<file path="src/rtl/game_ctrl_if.sv">
`default_nettype none
// ============================================================================
//  Module      : game_ctrl_if
//  Description : Handshake bundle between the game sequencer and its
//                surroundings. The master side (button/key front-end plus the
//                scoring datapath) drives the one-cycle strobes and the finish
//                flag; the slave side (game_ctrl) returns the game state,
//                selected mode/target, countdown and dictionary word id.
//  Signals     : start_p, abort_p, mode_p, up_p, down_p  one-cycle strobes
//                finish                                  game-over flag
//                state[1:0]      0=SELECT 1=COUNTDOWN 2=INGAME 3=FINISH
//                mode            0=timed, 1=word count
//                value[6:0]      selected target
//                countdown[1:0]  remaining countdown seconds
//                random_id[9:0]  dictionary word id
//  Revision    : 1.0 - initial release
// ============================================================================
interface game_ctrl_if;
    logic       start_p;
    logic       abort_p;
    logic       mode_p;
    logic       up_p;
    logic       down_p;
    logic       finish;
    logic [1:0] state;
    logic       mode;
    logic [6:0] value;
    logic [1:0] countdown;
    logic [9:0] random_id;

    modport master (
        output start_p, abort_p, mode_p, up_p, down_p, finish,
        input  state, mode, value, countdown, random_id
    );

    modport slave (
        input  start_p, abort_p, mode_p, up_p, down_p, finish,
        output state, mode, value, countdown, random_id
    );
endinterface
`default_nettype wire

</file>
<file path="src/rtl/game_ctrl.sv">
`default_nettype none
// ============================================================================
//  Module      : game_ctrl
//  Description : Top-level sequencer of the typing game. Owns the
//                SELECT/COUNTDOWN/INGAME/FINISH state register, handles
//                mode/target selection from one-cycle strobes, runs the
//                pre-game countdown and free-runs a 10-bit LFSR that supplies
//                dictionary word ids reduced modulo WORD_CNT.
//  Ports       : clk  - system clock
//                rst  - synchronous active-high reset
//                bus  - game_ctrl_if.slave (strobes/finish in; state, mode,
//                       value, countdown, random_id out; all registered)
//  Parameters  : CYC_PER_SEC - clock cycles per countdown second
//                COUNT_SEC   - countdown start value (1..3)
//                WORD_CNT    - dictionary size, random_id in 0..WORD_CNT-1
//                LFSR_SEED   - nonzero LFSR reset value
//  Revision    : 1.0 - initial release
// ============================================================================
module game_ctrl #(
    parameter int         CYC_PER_SEC = 100_000_000,
    parameter int         COUNT_SEC   = 3,
    parameter int         WORD_CNT    = 100,
    parameter logic [9:0] LFSR_SEED   = 10'h2A5
) (
    input  wire logic  clk,
    input  wire logic  rst,
    game_ctrl_if.slave bus
);

    // ------------------------------------------------------------------
    // Constants
    // ------------------------------------------------------------------
    localparam logic [1:0] c_st_select    = 2'd0;
    localparam logic [1:0] c_st_countdown = 2'd1;
    localparam logic [1:0] c_st_ingame    = 2'd2;
    localparam logic [1:0] c_st_finish    = 2'd3;

    localparam int                 c_sec_w    = (CYC_PER_SEC > 1) ? $clog2(CYC_PER_SEC) : 1;
    localparam logic [c_sec_w-1:0] c_sec_last = c_sec_w'(CYC_PER_SEC - 1);
    localparam logic [1:0]         c_count_init = 2'(COUNT_SEC);

    // Timed mode: seconds, word mode: words
    localparam logic [6:0] c_t_step = 7'd15;
    localparam logic [6:0] c_t_min  = 7'd15;
    localparam logic [6:0] c_t_max  = 7'd120;
    localparam logic [6:0] c_t_init = 7'd30;
    localparam logic [6:0] c_w_step = 7'd5;
    localparam logic [6:0] c_w_min  = 7'd5;
    localparam logic [6:0] c_w_max  = 7'd50;
    localparam logic [6:0] c_w_init = 7'd10;

    // ------------------------------------------------------------------
    // Registers
    // ------------------------------------------------------------------
    logic [1:0]         r_state;
    logic               r_mode;
    logic [6:0]         r_value;
    logic [1:0]         r_countdown;
    logic [c_sec_w-1:0] r_sec_cnt;
    logic [9:0]         r_lfsr;
    logic [9:0]         r_random_id;

    // ------------------------------------------------------------------
    // Selection arithmetic (saturating step up/down for the current mode)
    // ------------------------------------------------------------------
    logic [6:0] w_step;
    logic [6:0] w_min;
    logic [6:0] w_max;
    logic [7:0] w_sum;
    logic [6:0] w_value_up;
    logic [6:0] w_value_dn;

    always_comb begin
        w_step     = r_mode ? c_w_step : c_t_step;
        w_min      = r_mode ? c_w_min  : c_t_min;
        w_max      = r_mode ? c_w_max  : c_t_max;
        w_sum      = {1'b0, r_value} + {1'b0, w_step};
        w_value_up = (w_sum > {1'b0, w_max}) ? w_max : w_sum[6:0];
        // min+step is at most 30, so this compare cannot overflow
        w_value_dn = ({1'b0, r_value} < ({1'b0, w_min} + {1'b0, w_step})) ?
                     w_min : (r_value - w_step);
    end

    // ------------------------------------------------------------------
    // LFSR x^10 + x^7 + 1 (Fibonacci, shifting toward the MSB)
    // ------------------------------------------------------------------
    logic [9:0] w_lfsr_nxt;
    assign w_lfsr_nxt = {r_lfsr[8:0], r_lfsr[9] ^ r_lfsr[6]};

    // ------------------------------------------------------------------
    // LFSR mod WORD_CNT by restoring conditional subtraction: stage k
    // removes WORD_CNT*2^(9-k) if it fits. The LFSR is below
    // 1024 <= WORD_CNT*2^10, so ten stages leave the exact remainder, and
    // the remainder never grows so it always fits in 10 bits.
    // ------------------------------------------------------------------
    logic [9:0] w_rem [0:10];
    assign w_rem[0] = r_lfsr;

    generate
        for (genvar k = 0; k < 10; k++) begin : g_mod_stage
            localparam logic [19:0] c_div = 20'(WORD_CNT) << (9 - k);
            assign w_rem[k+1] = ({10'b0, w_rem[k]} >= c_div) ?
                                10'({10'b0, w_rem[k]} - c_div) : w_rem[k];
        end
    endgenerate

    // ------------------------------------------------------------------
    // Game state machine, selection and word-id registers
    // ------------------------------------------------------------------
    always_ff @(posedge clk) begin
        if (rst) begin
            r_state     <= c_st_select;
            r_mode      <= 1'b0;
            r_value     <= c_t_init;
            r_countdown <= 2'd0;
            r_sec_cnt   <= '0;
            r_lfsr      <= LFSR_SEED;
            r_random_id <= 10'd0;
        end else begin
            r_lfsr      <= w_lfsr_nxt;
            r_random_id <= w_rem[10];

            case (r_state)
                c_st_select: begin
                    // A start in the same cycle as selection strobes wins;
                    // selection is frozen once the game leaves SELECT.
                    if (bus.start_p) begin
                        r_state     <= c_st_countdown;
                        r_countdown <= c_count_init;
                        r_sec_cnt   <= '0;
                    end else if (bus.mode_p) begin
                        r_mode  <= ~r_mode;
                        r_value <= r_mode ? c_t_init : c_w_init;
                    end else if (bus.up_p && !bus.down_p) begin
                        r_value <= w_value_up;
                    end else if (bus.down_p && !bus.up_p) begin
                        r_value <= w_value_dn;
                    end
                end

                c_st_countdown: begin
                    if (bus.abort_p) begin
                        r_state     <= c_st_select;
                        r_countdown <= 2'd0;
                        r_sec_cnt   <= '0;
                    end else if (r_sec_cnt == c_sec_last) begin
                        r_sec_cnt <= '0;
                        if (r_countdown <= 2'd1) begin
                            r_state     <= c_st_ingame;
                            r_countdown <= 2'd0;
                        end else begin
                            r_countdown <= r_countdown - 2'd1;
                        end
                    end else begin
                        r_sec_cnt <= r_sec_cnt + 1'b1;
                    end
                end

                c_st_ingame: begin
                    if (bus.abort_p) begin
                        r_state <= c_st_select;
                    end else if (bus.finish) begin
                        r_state <= c_st_finish;
                    end
                end

                c_st_finish: begin
                    if (bus.start_p || bus.abort_p) begin
                        r_state <= c_st_select;
                    end
                end

                default: begin
                    r_state <= c_st_select;
                end
            endcase
        end
    end

    assign bus.state     = r_state;
    assign bus.mode      = r_mode;
    assign bus.value     = r_value;
    assign bus.countdown = r_countdown;
    assign bus.random_id = r_random_id;

endmodule
`default_nettype wire

</file>
<file path="src/flat_wrapper.sv">
// flat-port wrapper written by rule: the top's interface ports become plain ports
module game_ctrl_flat 
#(
    parameter int         CYC_PER_SEC = 100_000_000,
    parameter int         COUNT_SEC   = 3,
    parameter int         WORD_CNT    = 100,
    parameter logic [9:0] LFSR_SEED   = 10'h2A5
)
  (clk, rst, bus_start_p, bus_abort_p, bus_mode_p, bus_up_p, bus_down_p, bus_finish, bus_state, bus_mode, bus_value, bus_countdown, bus_random_id);
  game_ctrl_if bus_i ();
  input  wire logic clk;
  input  wire logic rst;
  input wire logic [$bits(bus_i.start_p)-1:0] bus_start_p;
  input wire logic [$bits(bus_i.abort_p)-1:0] bus_abort_p;
  input wire logic [$bits(bus_i.mode_p)-1:0] bus_mode_p;
  input wire logic [$bits(bus_i.up_p)-1:0] bus_up_p;
  input wire logic [$bits(bus_i.down_p)-1:0] bus_down_p;
  input wire logic [$bits(bus_i.finish)-1:0] bus_finish;
  output wire logic [$bits(bus_i.state)-1:0] bus_state;
  output wire logic [$bits(bus_i.mode)-1:0] bus_mode;
  output wire logic [$bits(bus_i.value)-1:0] bus_value;
  output wire logic [$bits(bus_i.countdown)-1:0] bus_countdown;
  output wire logic [$bits(bus_i.random_id)-1:0] bus_random_id;
  assign bus_i.start_p = bus_start_p;
  assign bus_i.abort_p = bus_abort_p;
  assign bus_i.mode_p = bus_mode_p;
  assign bus_i.up_p = bus_up_p;
  assign bus_i.down_p = bus_down_p;
  assign bus_i.finish = bus_finish;
  assign bus_state = bus_i.state;
  assign bus_mode = bus_i.mode;
  assign bus_value = bus_i.value;
  assign bus_countdown = bus_i.countdown;
  assign bus_random_id = bus_i.random_id;
  game_ctrl #(.CYC_PER_SEC(CYC_PER_SEC), .COUNT_SEC(COUNT_SEC), .WORD_CNT(WORD_CNT), .LFSR_SEED(LFSR_SEED)) u_core (.clk(clk), .rst(rst), .bus(bus_i));
endmodule
</file>
<file path="config.mk">
export PLATFORM = sky130hd
export DESIGN_NAME = game_ctrl_flat
export DESIGN_NICKNAME = d
export VERILOG_FILES = /design/src/rtl/game_ctrl_if.sv /design/src/rtl/game_ctrl.sv /design/src/flat_wrapper.sv
export SDC_FILE = /design/constraint.sdc
export NUM_CORES = 1
export LEC_CHECK = 0
export BUFFER_PORTS_ARGS = -buffer_cell sky130_fd_sc_hd__buf_2
export CORE_UTILIZATION = 35
export CTS_CLUSTER_SIZE = 25
export DETAILED_ROUTE_END_ITERATION = 8
export SLEW_MARGIN = 10
export SYNTH_ARGS = -nofsm -noshare
export SYNTH_HDL_FRONTEND = slang
export SYNTH_SLANG_ARGS = --single-unit
</file>
<file path="constraint.sdc">
create_clock -name clk -period 10.7 [get_ports clk]
set_input_delay 0.535 -clock clk [delete_from_list [all_inputs] [get_ports clk]]
set_output_delay 0.535 -clock clk [all_outputs]
set_load 0.02 [all_outputs]
</file>
==> results of run 1 <==
[layout make-up]
cell class                      count  area [sq um]  area share (%)
Clock buffer                       10           138            3.34
Clock inverter                      6          88.8            2.16
Inverter                           18          67.6            1.64
Multi-Input combinational cell    360          2340            56.8
Sequential cell                    58          1160            28.2
Tap cell                          136           170            4.13
Timing Repair Buffer               30           153            3.71
[cell usage in the layout, fill, tap and decap left out, drive strengths merged, types with 4 or more instances in the layout]
cell type	Yosys	final
or2	5	5
xnor2	16	16
mux2	4	4
o21ai	26	26
inv	17	18
nand4	9	9
a21oi	24	24
a31oi	4	4
nor3b	5	5
xor2	22	22
dfxtp	58	58
nand2b	5	5
nor2b	8	8
nor2	64	64
clkbuf	17	10
buf	8	30
nor3	15	15
or3	6	6
o21bai	4	4
nand2	38	38
ha	15	15
mux2i	4	4
o31ai	4	4
and3	7	7
nand3	20	20
o211ai	6	6
[worst max-delay path, cell delays in order (launching register included)]
cell and delay, ns:
dfxtp_1 0.68, and2_1 0.26, mux2_4 0.34, ha_1 0.23
nor2b_1 0.18, nor3_2 0.27, o31ai_2 0.10, xnor2_1 0.49
o31a_1 0.30, xnor2_1 0.18, inv_1 0.12, ha_1 0.20
nand2_1 0.09, nand4_2 0.17, a21oi_4 0.22, mux2_4 0.32
[metrics by stage]
stage               instances  instance area (sq um)  setup WS (ns)
floorplan                 461                   3680           7.21
global placement          602                   3890           6.69
detailed placement        602                   3890           6.50
CTS                       618                   4120           6.47
global route              618                   4120           6.08
finish                    618                   4120           6.44
[registers in the layout, indices dropped and copies added, names as in the netlist]
register	count
u_core.bus.mode	1
u_core.bus.random_id	10
u_core.bus.state	2
u_core.bus.countdown	2
u_core.r_sec_cnt	27
u_core.bus.value	7
u_core.r_lfsr	9
[cells by family after synthesis]
| family | share of synthesized area, % |
|---|---|
| simple gates | 27.0 |
| compound gates | 18.7 |
| flops | 31.5 |
| buf+inv | 4.93 |
| xor+xnor | 9.04 |
| fa+ha+maj | 6.18 |
| mux | 2.62 |
[worst max-delay path by stage]
stage | from | endpoint | slack [ns]
3_5_place_dp | u_core.r_lfsr[9] | u_core.bus.random_id[2] | 6.50
4_1_cts | u_core.r_lfsr[9] | u_core.bus.random_id[2] | 6.47
3_3_place_gp | u_core.r_lfsr[9] | u_core.bus.random_id[3] | 6.69
5_1_grt | u_core.r_lfsr[9] | u_core.bus.random_id[2] | 6.08
2_1_floorplan | u_core.r_lfsr[9] | u_core.bus.random_id[2] | 7.21
6_report | u_core.r_lfsr[9] | u_core.bus.random_id[2] | 6.44
[power groups by stage]
stage / combinational (mW) / sequential (mW) / clock [mW]
detailed placement: 0.217 / 0.261 / 0
global placement: 0.215 / 0.261 / 0
finish: 0.218 / 0.257 / 0.231
CTS: 0.218 / 0.257 / 0.238
floorplan: 0.167 / 0.264 / 0
global route: 0.245 / 0.260 / 0.248
[layer usage]
metal / vias up / wire length, um
met5: - / 0
met4: 0 / 45
met3: 4 / 366
met2: 62 / 4000
met1: 1501 / 3920
li1: 1661 / -
==> results.py, run 1 <==
metrics = {
    "die": {
        "fp.coreArea_sq_um": 10300,
        "io-pin-count": 30,
        "die_h_um": 105,
        "dieArea_sq_um": 10900,
        "initial_utilization_pct": 35.8,
        "die-width_um": 105,
        "rows": 37,
    },
    "worst_hold_path": {
        "whs_path_depth": 1,
        "hold_path.class": "flop to flop",
        "hp-start": "u_core.r_lfsr[0]",
        "holdPathEnd": "u_core.bus.random_id[0]",
    },
    "synth": {
        "post-synth-top-count-cell": "nor2_1",
        "syn_area_sq_um": 3680,
        "postSynthCellCount": 461,
        "synthArstFlopShare_pct": 0,
        "yosysTopAreaCell": "dfxtp_1",
        "ys_types": 69,
        "avgSynthCellArea_sq_um": 7.99,
        "yosysWarnings": 0,
        "yosysTopAreaCellShare_pct": 31.5,
        "ys.flop_type": "dfxtp_1",
        "ys_top_cells_by_count": "64 x nor2_1, 58 x dfxtp_1, 37 x nand2_1, 23 x a21oi_1, 22 x xor2_1",
        "netlist_top_cells_area": "dfxtp_1 32%, nor2_1 6.5%, xor2_1 5.2%",
        "yosys_register_bits": 58,
        "yosysSeqAreaShare_pct": 31.5,
        "synth.net_count": 486,
        "synth_edf_count": 0,
    },
    "clocking": {
        "cts.sinks": 58,
        "clkTransAtPathRegs_ns": 0.07,
        "postCtsHoldBufs": 0,
        "clock_latency_ns": 0.35,
        "cts_buffers": 9,
        "htreeDepth": 3,
        "post_cts.repair.setup_buffers": 0,
        "cts_buffer_depth": 2,
        "cts_tree": "done",
        "cts_root_buffer": "clkbuf_8",
        "cts_resized": 0,
    },
    "power": {
        "powerDensity_nw_per_um2": 171,
        "p_sw_share_pct": 35.1,
        "p_sw_uw": 247,
        "vdd_drop_max_v": 0.0000931,
        "p_total_uw": 706,
        "seq_power_share_pct": 36.4,
        "p_clk_share_pct": 32.8,
        "p_comb_share_pct": 30.9,
        "p_leak_nw": 1.60,
        "internal-power_uw": 459,
    },
    "layout": {
        "antenna_cells": 0,
        "fin_nets": 502,
        "postLayoutCoreUtil_pct": 40.1,
        "syn2layout_area_growth_pct": 11.8,
        "final_layout_size_suffix_gt1_share_pct": 14.1,
        "nFillCells": 1072,
    },
    "sta": {
        "setup_viol": 0,
        "final.setup.tns_ns": 0,
        "slew_violations": 0,
        "fin_skew_ns": 0.00659,
        "hold_viol_final": 0,
        "fmax_ghz": 0.235,
        "tightestPinTransition_ns": 0.877,
        "holdWs_ns": 0.479,
        "layout_worst_path_cycle_share_pct": 39.8,
        "slew_headroom_pct": 40.9,
        "rsz0062_at_grt": "false",
        "fin_crit_ns": 4.26,
    },
    "worst_setup_path": {
        "worstSetupStartpointType": "flop",
        "arrival_ns": 4.50,
        "path_class": "flop to flop",
        "crit_fanout": 19,
        "required_ns": 10.94,
        "reg2reg_to": "u_core.bus.random_id[2]",
        "ff2ff_path_depth": 15,
        "cp-end-kind": "flop",
        "reg2reg_from": "u_core.r_lfsr[9]",
        "ff2ff_setup_slack_ns": 6.44,
    },
    "placement": {
        "io_buffers": 29,
        "place_hpwl_mm": 5.98,
        "place_congestion": 0.877,
    },
    "detailed_routing": {
        "drtPass1Iterations": 5,
        "detail_route.wl_per_cell_um": 13.5,
        "drc_errors": 0,
        "drt-total-wl_mm": 8.33,
        "drt_iter0_drc": 163,
        "ant_nets": 0,
        "via_per_inst": 5.22,
        "dr_total_vias": 3228,
    },
    "global_route": {
        "grt_use_met3_pct": 4.37,
        "met2_usage_pct": 27.7,
        "gr-total-overflow": 0,
        "grt_pass1_vias": 3172,
        "met1_usage_pct": 20.2,
        "antenna_found_initial": 0,
        "grt.total_usage_pct": 16.5,
        "grt_pass1_wl_mm": 14.7,
        "grt_start_max_net_pins": 28,
        "grt_busiest_layer": "met2",
    },
    "outcome": {
        "run_status": "finished, final reports clean",
    },
    "run": {
        "cap_violations": 0,
    },
}
Note: power is estimated with default switching activity, not from simulation.
==> inputs of run 2 (changes only) <==
clock period = 4.05 ns   (was 10.7 ns; I/O delays follow)
==> run 2 against run 1 <==
Effect of this change:
- via count rose by 2.7%
- final area barely moved
- global-route usage fell by 0.43 points
- total power rose by 140%
- fmax rose by 15%
- final cell count rose by 0.97%
- critical path type unchanged
- critical endpoint unchanged
==> results.py, run 2 (synthesized netlist as in run 1, its figures left out) <==
metrics = {
    "detailed_routing": {
        "via_per_inst": 5.31,
        "drc_errors": 0,
        "drtPass1Iterations": 4,
        "drt-total-wl_mm": 8.36,
        "wl_met1_mm": 3.93,
        "drt_iter0_drc": 203,
        "wl_met3_um": 440,
        "highest_layer": "met4",
        "ant_nets": 0,
        "detail_route.wl_per_cell_um": 13.4,
        "route.met2.wl_mm": 3.90,
        "dr_total_vias": 3314,
    },
    "sta": {
        "fmax_ghz": 0.269,
        "setup_viol": 0,
        "fin_crit_ns": 3.71,
        "hold_viol_final": 0,
        "slew_violations": 0,
        "slew_headroom_pct": 53.9,
        "layout_worst_path_cycle_share_pct": 91.7,
        "fin_skew_ns": 0.00314,
        "rsz0062_at_grt": "false",
        "tightestPinTransition_ns": 0.687,
        "final.setup.tns_ns": 0,
    },
    "power": {
        "p_leak_nw": 1.61,
        "powerDensity_nw_per_um2": 418,
        "vdd_drop_max_v": 0.000262,
    },
    "worst_setup_path": {
        "arrival_ns": 3.94,
        "required_ns": 4.28,
        "ff2ff_setup_slack_ns": 0.34,
        "crit_fanout": 9,
        "cp-end-kind": "flop",
        "worstSetupStartpointType": "flop",
        "path_class": "flop to flop",
    },
    "run": {
        "cap_violations": 0,
    },
    "clocking": {
        "postCtsHoldBufs": 0,
        "cts_tree": "done",
        "cts_root_buffer": "clkbuf_8",
        "cts_buffer_depth": 2,
        "clock_latency_ns": 0.34,
        "htreeDepth": 3,
        "cts.sinks": 58,
        "cts_buffers": 9,
        "clkTransAtPathRegs_ns": 0.06,
    },
    "layout": {
        "syn2layout_area_growth_pct": 11.9,
        "fin_nets": 511,
        "nFillCells": 1076,
        "mostFrequentLayoutCell": "nor2_1",
        "mostFrequentLayoutCells": "64 x nor2_1, 58 x dfxtp_1, 37 x nand2_1",
        "largest_register_ffs": 27,
        "postLayoutCoreUtil_pct": 40.1,
        "antenna_cells": 0,
        "final_layout_size_suffix_gt1_share_pct": 15.0,
        "regMostFlops": "u_core.r_sec_cnt",
    },
    "global_route": {
        "grt_start_max_net_pins": 28,
        "grt_pass1_vias": 3177,
        "antenna_found_initial": 0,
        "grt_pass1_wl_mm": 14.4,
        "gr-total-overflow": 0,
        "grt.total_usage_pct": 16.1,
    },
    "die": {
        "dieArea_sq_um": 10900,
        "rows": 37,
        "fp.coreArea_sq_um": 10300,
        "io-pin-count": 30,
        "die-width_um": 105,
        "die_h_um": 105,
        "initial_utilization_pct": 35.8,
    },
    "placement": {
        "io_buffers": 29,
        "place_hpwl_mm": 6.03,
        "place_congestion": 0.861,
    },
    "outcome": {
        "run_status": "finished, final reports clean",
    },
    "worst_hold_path": {
        "hold_path.class": "input port to flop",
    },
}
## run 2: changes by cell type in the layout (fill, tap and decap cells not counted), sizes merged
cell / delta
clkinv: -1
buf: +9
inv: -1
bufinv: -2
clkbuf: +3
clkinvlp: -2
## run 2: layout make-up
type	count	area, sq um	share of cell area [%]
Multi-Input combinational cell	360	2340	56.9
Tap cell	136	170	4.13
Clock buffer	13	159	3.86
Sequential cell	58	1160	28.2
Inverter	18	67.6	1.64
Timing Repair Buffer	39	220	5.34
## run 2: power by group
part           leakage [nW]  switching (mW)  internal, mW
logic                  1.06           0.362         0.246
clock network        0.0815           0.208         0.245
registers             0.474          0.0481         0.616
## run 2: stage by stage
stage / cells / worst slack [ns] / cell area, sq um / power, mW / hold slack, ns
2_1_floorplan: 461 / 0.557 / 3680 / 1.14 / 0.439
3_3_place_gp: 608 / 0.475 / 3940 / 1.27 / 0.455
3_5_place_dp: 608 / 0.309 / 3940 / 1.28 / 0.459
4_1_cts: 621 / 0.282 / 4100 / 1.74 / 0.230
5_1_grt: 624 / 0.0340 / 4120 / 1.85 / 0.252
6_report: 624 / 0.337 / 4120 / 1.72 / 0.254
## run 2: worst paths after layout
kind | start | to | cells past startpoint
hold reg to reg | u_core.r_lfsr[0] | u_core.bus.random_id[0] | 1
hold / removal | bus_mode_p | u_core.bus.mode | 4
setup / recovery | u_core.r_lfsr[6] | u_core.bus.random_id[2] | 14
setup reg to reg | u_core.r_lfsr[6] | u_core.bus.random_id[2] | 14
## run 2: metal layers
| metal | vias to the layer above | global-route usage (%) |
|---|---|---|
| li1 | 1672 | - |
| met1 | 1553 | 20.0 |
| met2 | 79 | 26.3 |
| met3 | 10 | 6.18 |
| met4 | 0 | 3.92 |
| met5 | - | 0 |
## run 2: timing repair
item                                    4_1_cts  5_1_grt
buffers inserted                              0        3
endpoints found under the setup margin        0        2
gates resized for setup                       0        1
## run 2: critical path: stages, from the launching register on
cell	delay, ns
dfxtp_1	0.51
o21bai_1	0.13
mux2_4	0.30
ha_1	0.24
nor2b_1	0.18
a32o_1	0.25
a22oi_1	0.45
o31a_1	0.29
xnor2_1	0.19
inv_1	0.12
ha_1	0.19
nand2_1	0.09
nand4_2	0.16
a21oi_4	0.22
mux2_4	0.31
==> inputs of run 3 (changes only) <==
CORE_UTILIZATION = 60   (was 35)
CTS_CLUSTER_DIAMETER = 30   (was default)
PLACE_DENSITY_LB_ADDON = 0.12   (was default)
==> run 3 against run 2 <==
Effect of this change:
- via count is 0.12% lower
- register-to-register slack worse by 0.06 ns
- routed wire length is 4.5% lower
- die area is 41% lower
- count of clock-buffer cells in the layout is 2 lower
- critical path depth stayed put
- final area is 0.30% higher
- critical endpoint is now u_core.bus.random_id[3]
- global-route usage is 9.8 points higher
- worst hold slack better by 0.013 ns
- clock skew is 0.0065 ns higher
==> results.py, run 3 (synthesized netlist as in run 1, its figures left out) <==
metrics = {
    "outcome": {
        "run_status": "finished, final reports clean",
    },
    "worst_setup_path": {
        "worstSetupStartpointType": "flop",
        "arrival_ns": 3.99,
        "path_class": "flop to flop",
        "cp-end-kind": "flop",
        "ff2ff_path_depth": 14,
        "cp-endpoint": "u_core.bus.random_id[3]",
        "reg2reg_from": "u_core.r_lfsr[6]",
        "crit_path_start": "u_core.r_lfsr[6]",
        "crit_fanout": 9,
        "ff2ff_setup_slack_ns": 0.28,
        "required_ns": 4.27,
        "reg2reg_to": "u_core.bus.random_id[3]",
    },
    "power": {
        "p_total_mw": 1.98,
        "p_leak_nw": 1.66,
        "vdd_drop_max_v": 0.000293,
        "powerDensity_nw_per_um2": 479,
    },
    "placement": {
        "place_hpwl_mm": 5.70,
        "io_buffers": 29,
        "dp.cells": 548,
        "place_congestion": 0.874,
    },
    "clocking": {
        "cts_root_buffer": "clkbuf_8",
        "cts_buffer_depth": 2,
        "cts_resized": 0,
        "cts_tree": "done",
        "cts.sinks": 58,
        "htreeDepth": 3,
        "cts_buffers": 9,
        "clock_latency_ns": 0.33,
        "post_cts.repair.setup_buffers": 0,
        "clkTransAtPathRegs_ns": 0.07,
        "postCtsHoldBufs": 0,
    },
    "global_route": {
        "grt_start_max_net_pins": 28,
        "grt_pass1_vias": 2989,
        "grt_pass1_wl_mm": 13.0,
        "gr-total-overflow": 0,
        "grt.total_usage_pct": 25.9,
        "antenna_found_initial": 0,
    },
    "detailed_routing": {
        "via_per_inst": 5.87,
        "drt-total-wl_mm": 7.99,
        "drc_errors": 0,
        "detail_route.wl_per_cell_um": 14.2,
        "drtPass1Iterations": 5,
        "ant_nets": 0,
        "dr_total_vias": 3310,
        "drt_iter0_drc": 131,
    },
    "sta": {
        "fin_crit_ns": 3.77,
        "holdWs_ns": 0.268,
        "final.setup.tns_ns": 0,
        "fmax_ghz": 0.265,
        "rsz0062_at_grt": "false",
        "fin_skew_ns": 0.00964,
        "slew_violations": 0,
        "hold_viol_final": 0,
        "setup_viol": 0,
        "slew_headroom_pct": 49.2,
        "tightestPinTransition_ns": 0.761,
        "layout_worst_path_cycle_share_pct": 93.2,
    },
    "worst_hold_path": {
        "hold_path.class": "input port to flop",
    },
    "layout": {
        "nFillCells": 509,
        "multiInputGateArea_sq_um": 2340,
        "postLayoutCoreUtil_pct": 69.8,
        "regMostFlops": "u_core.r_sec_cnt",
        "mostFrequentLayoutCells": "64 x nor2_1, 58 x dfxtp_1, 37 x nand2_1",
        "largest_register_ffs": 27,
        "antenna_cells": 0,
        "seqCellArea_sq_um": 1160,
        "syn2layout_area_growth_pct": 12.3,
        "fin_cells": 564,
        "fin_nets": 509,
        "final_layout_size_suffix_gt1_share_pct": 15.1,
        "mostFrequentLayoutCell": "nor2_1",
    },
    "die": {
        "io-pin-count": 30,
        "rows": 28,
        "dieArea_sq_um": 6450,
        "initial_utilization_pct": 62.2,
        "fp.coreArea_sq_um": 5920,
        "die_h_um": 80.3,
        "die-width_um": 80.3,
    },
    "run": {
        "cap_violations": 0,
    },
}
==> run 3: cell count changes in the layout (fill, tap and decap cells not counted), sizes merged <==
cell | previous run | this run
clkbuf | 13 | 11
clkinv | 1 | 2
buf | 39 | 37
bufinv | 0 | 4
==> run 3: worst min-delay path by stage <==
stage	depth (start not counted)	to	slack, ns	startpoint
6_report	4	u_core.bus.mode	0.27	bus_mode_p
5_1_grt	3	u_core.bus.value[2]	0.28	bus_mode_p
4_1_cts	4	u_core.bus.mode	0.26	bus_mode_p
3_5_place_dp	1	u_core.bus.random_id[0]	0.46	u_core.r_lfsr[0]
3_3_place_gp	1	u_core.bus.random_id[0]	0.44	u_core.r_lfsr[0]
2_1_floorplan	1	u_core.bus.random_id[0]	0.44	u_core.r_lfsr[0]
==> run 3: layer usage <==
metal | vias up | GRT usage, % | wire length (um)
li1 | 1677 | - | -
met1 | 1551 | 32.4 | 3700
met2 | 74 | 43.0 | 3860
met3 | 8 | 5.57 | 349
met4 | 0 | 10.2 | 78
met5 | - | 0 | 0
==> run 3: worst max-delay path, cell delays in order (launching register included) <==
cell and delay [ns]:
dfxtp_1 0.52, o21bai_1 0.13, mux2_4 0.30, ha_1 0.26
nor2b_1 0.20, a32o_1 0.27, a22oi_1 0.45, o31a_1 0.31
xnor2_1 0.18, inv_1 0.11, ha_1 0.19, nand2_1 0.08
nand4_2 0.15, a21oi_4 0.21, mux2_4 0.31
==> run 3: cell type report <==
cell class | instances | area share [%]
clock buffer | 11 | 3.42
sequential | 58 | 28.1
clock inverter | 5 | 3.03
tap | 75 | 2.27
inverter | 18 | 1.63
timing repair buffer | 37 | 4.96
multi-input combinational | 360 | 56.6
==> run 3: power by group <==
part | switching (mW) | internal [mW]
Sequential | 0.0464 | 0.615
Clock | 0.229 | 0.487
Combinational | 0.359 | 0.244
Total | 0.634 | 1.35
==> run 3: metrics by stage <==
stage | instance area, sq um | worst slack (ns)
after floorplan | 3680 | 0.557
after global placement | 3870 | 0.549
after detailed placement | 3870 | 0.416
after CTS | 4130 | 0.339
after global routing | 4130 | 0.115
final | 4130 | 0.276
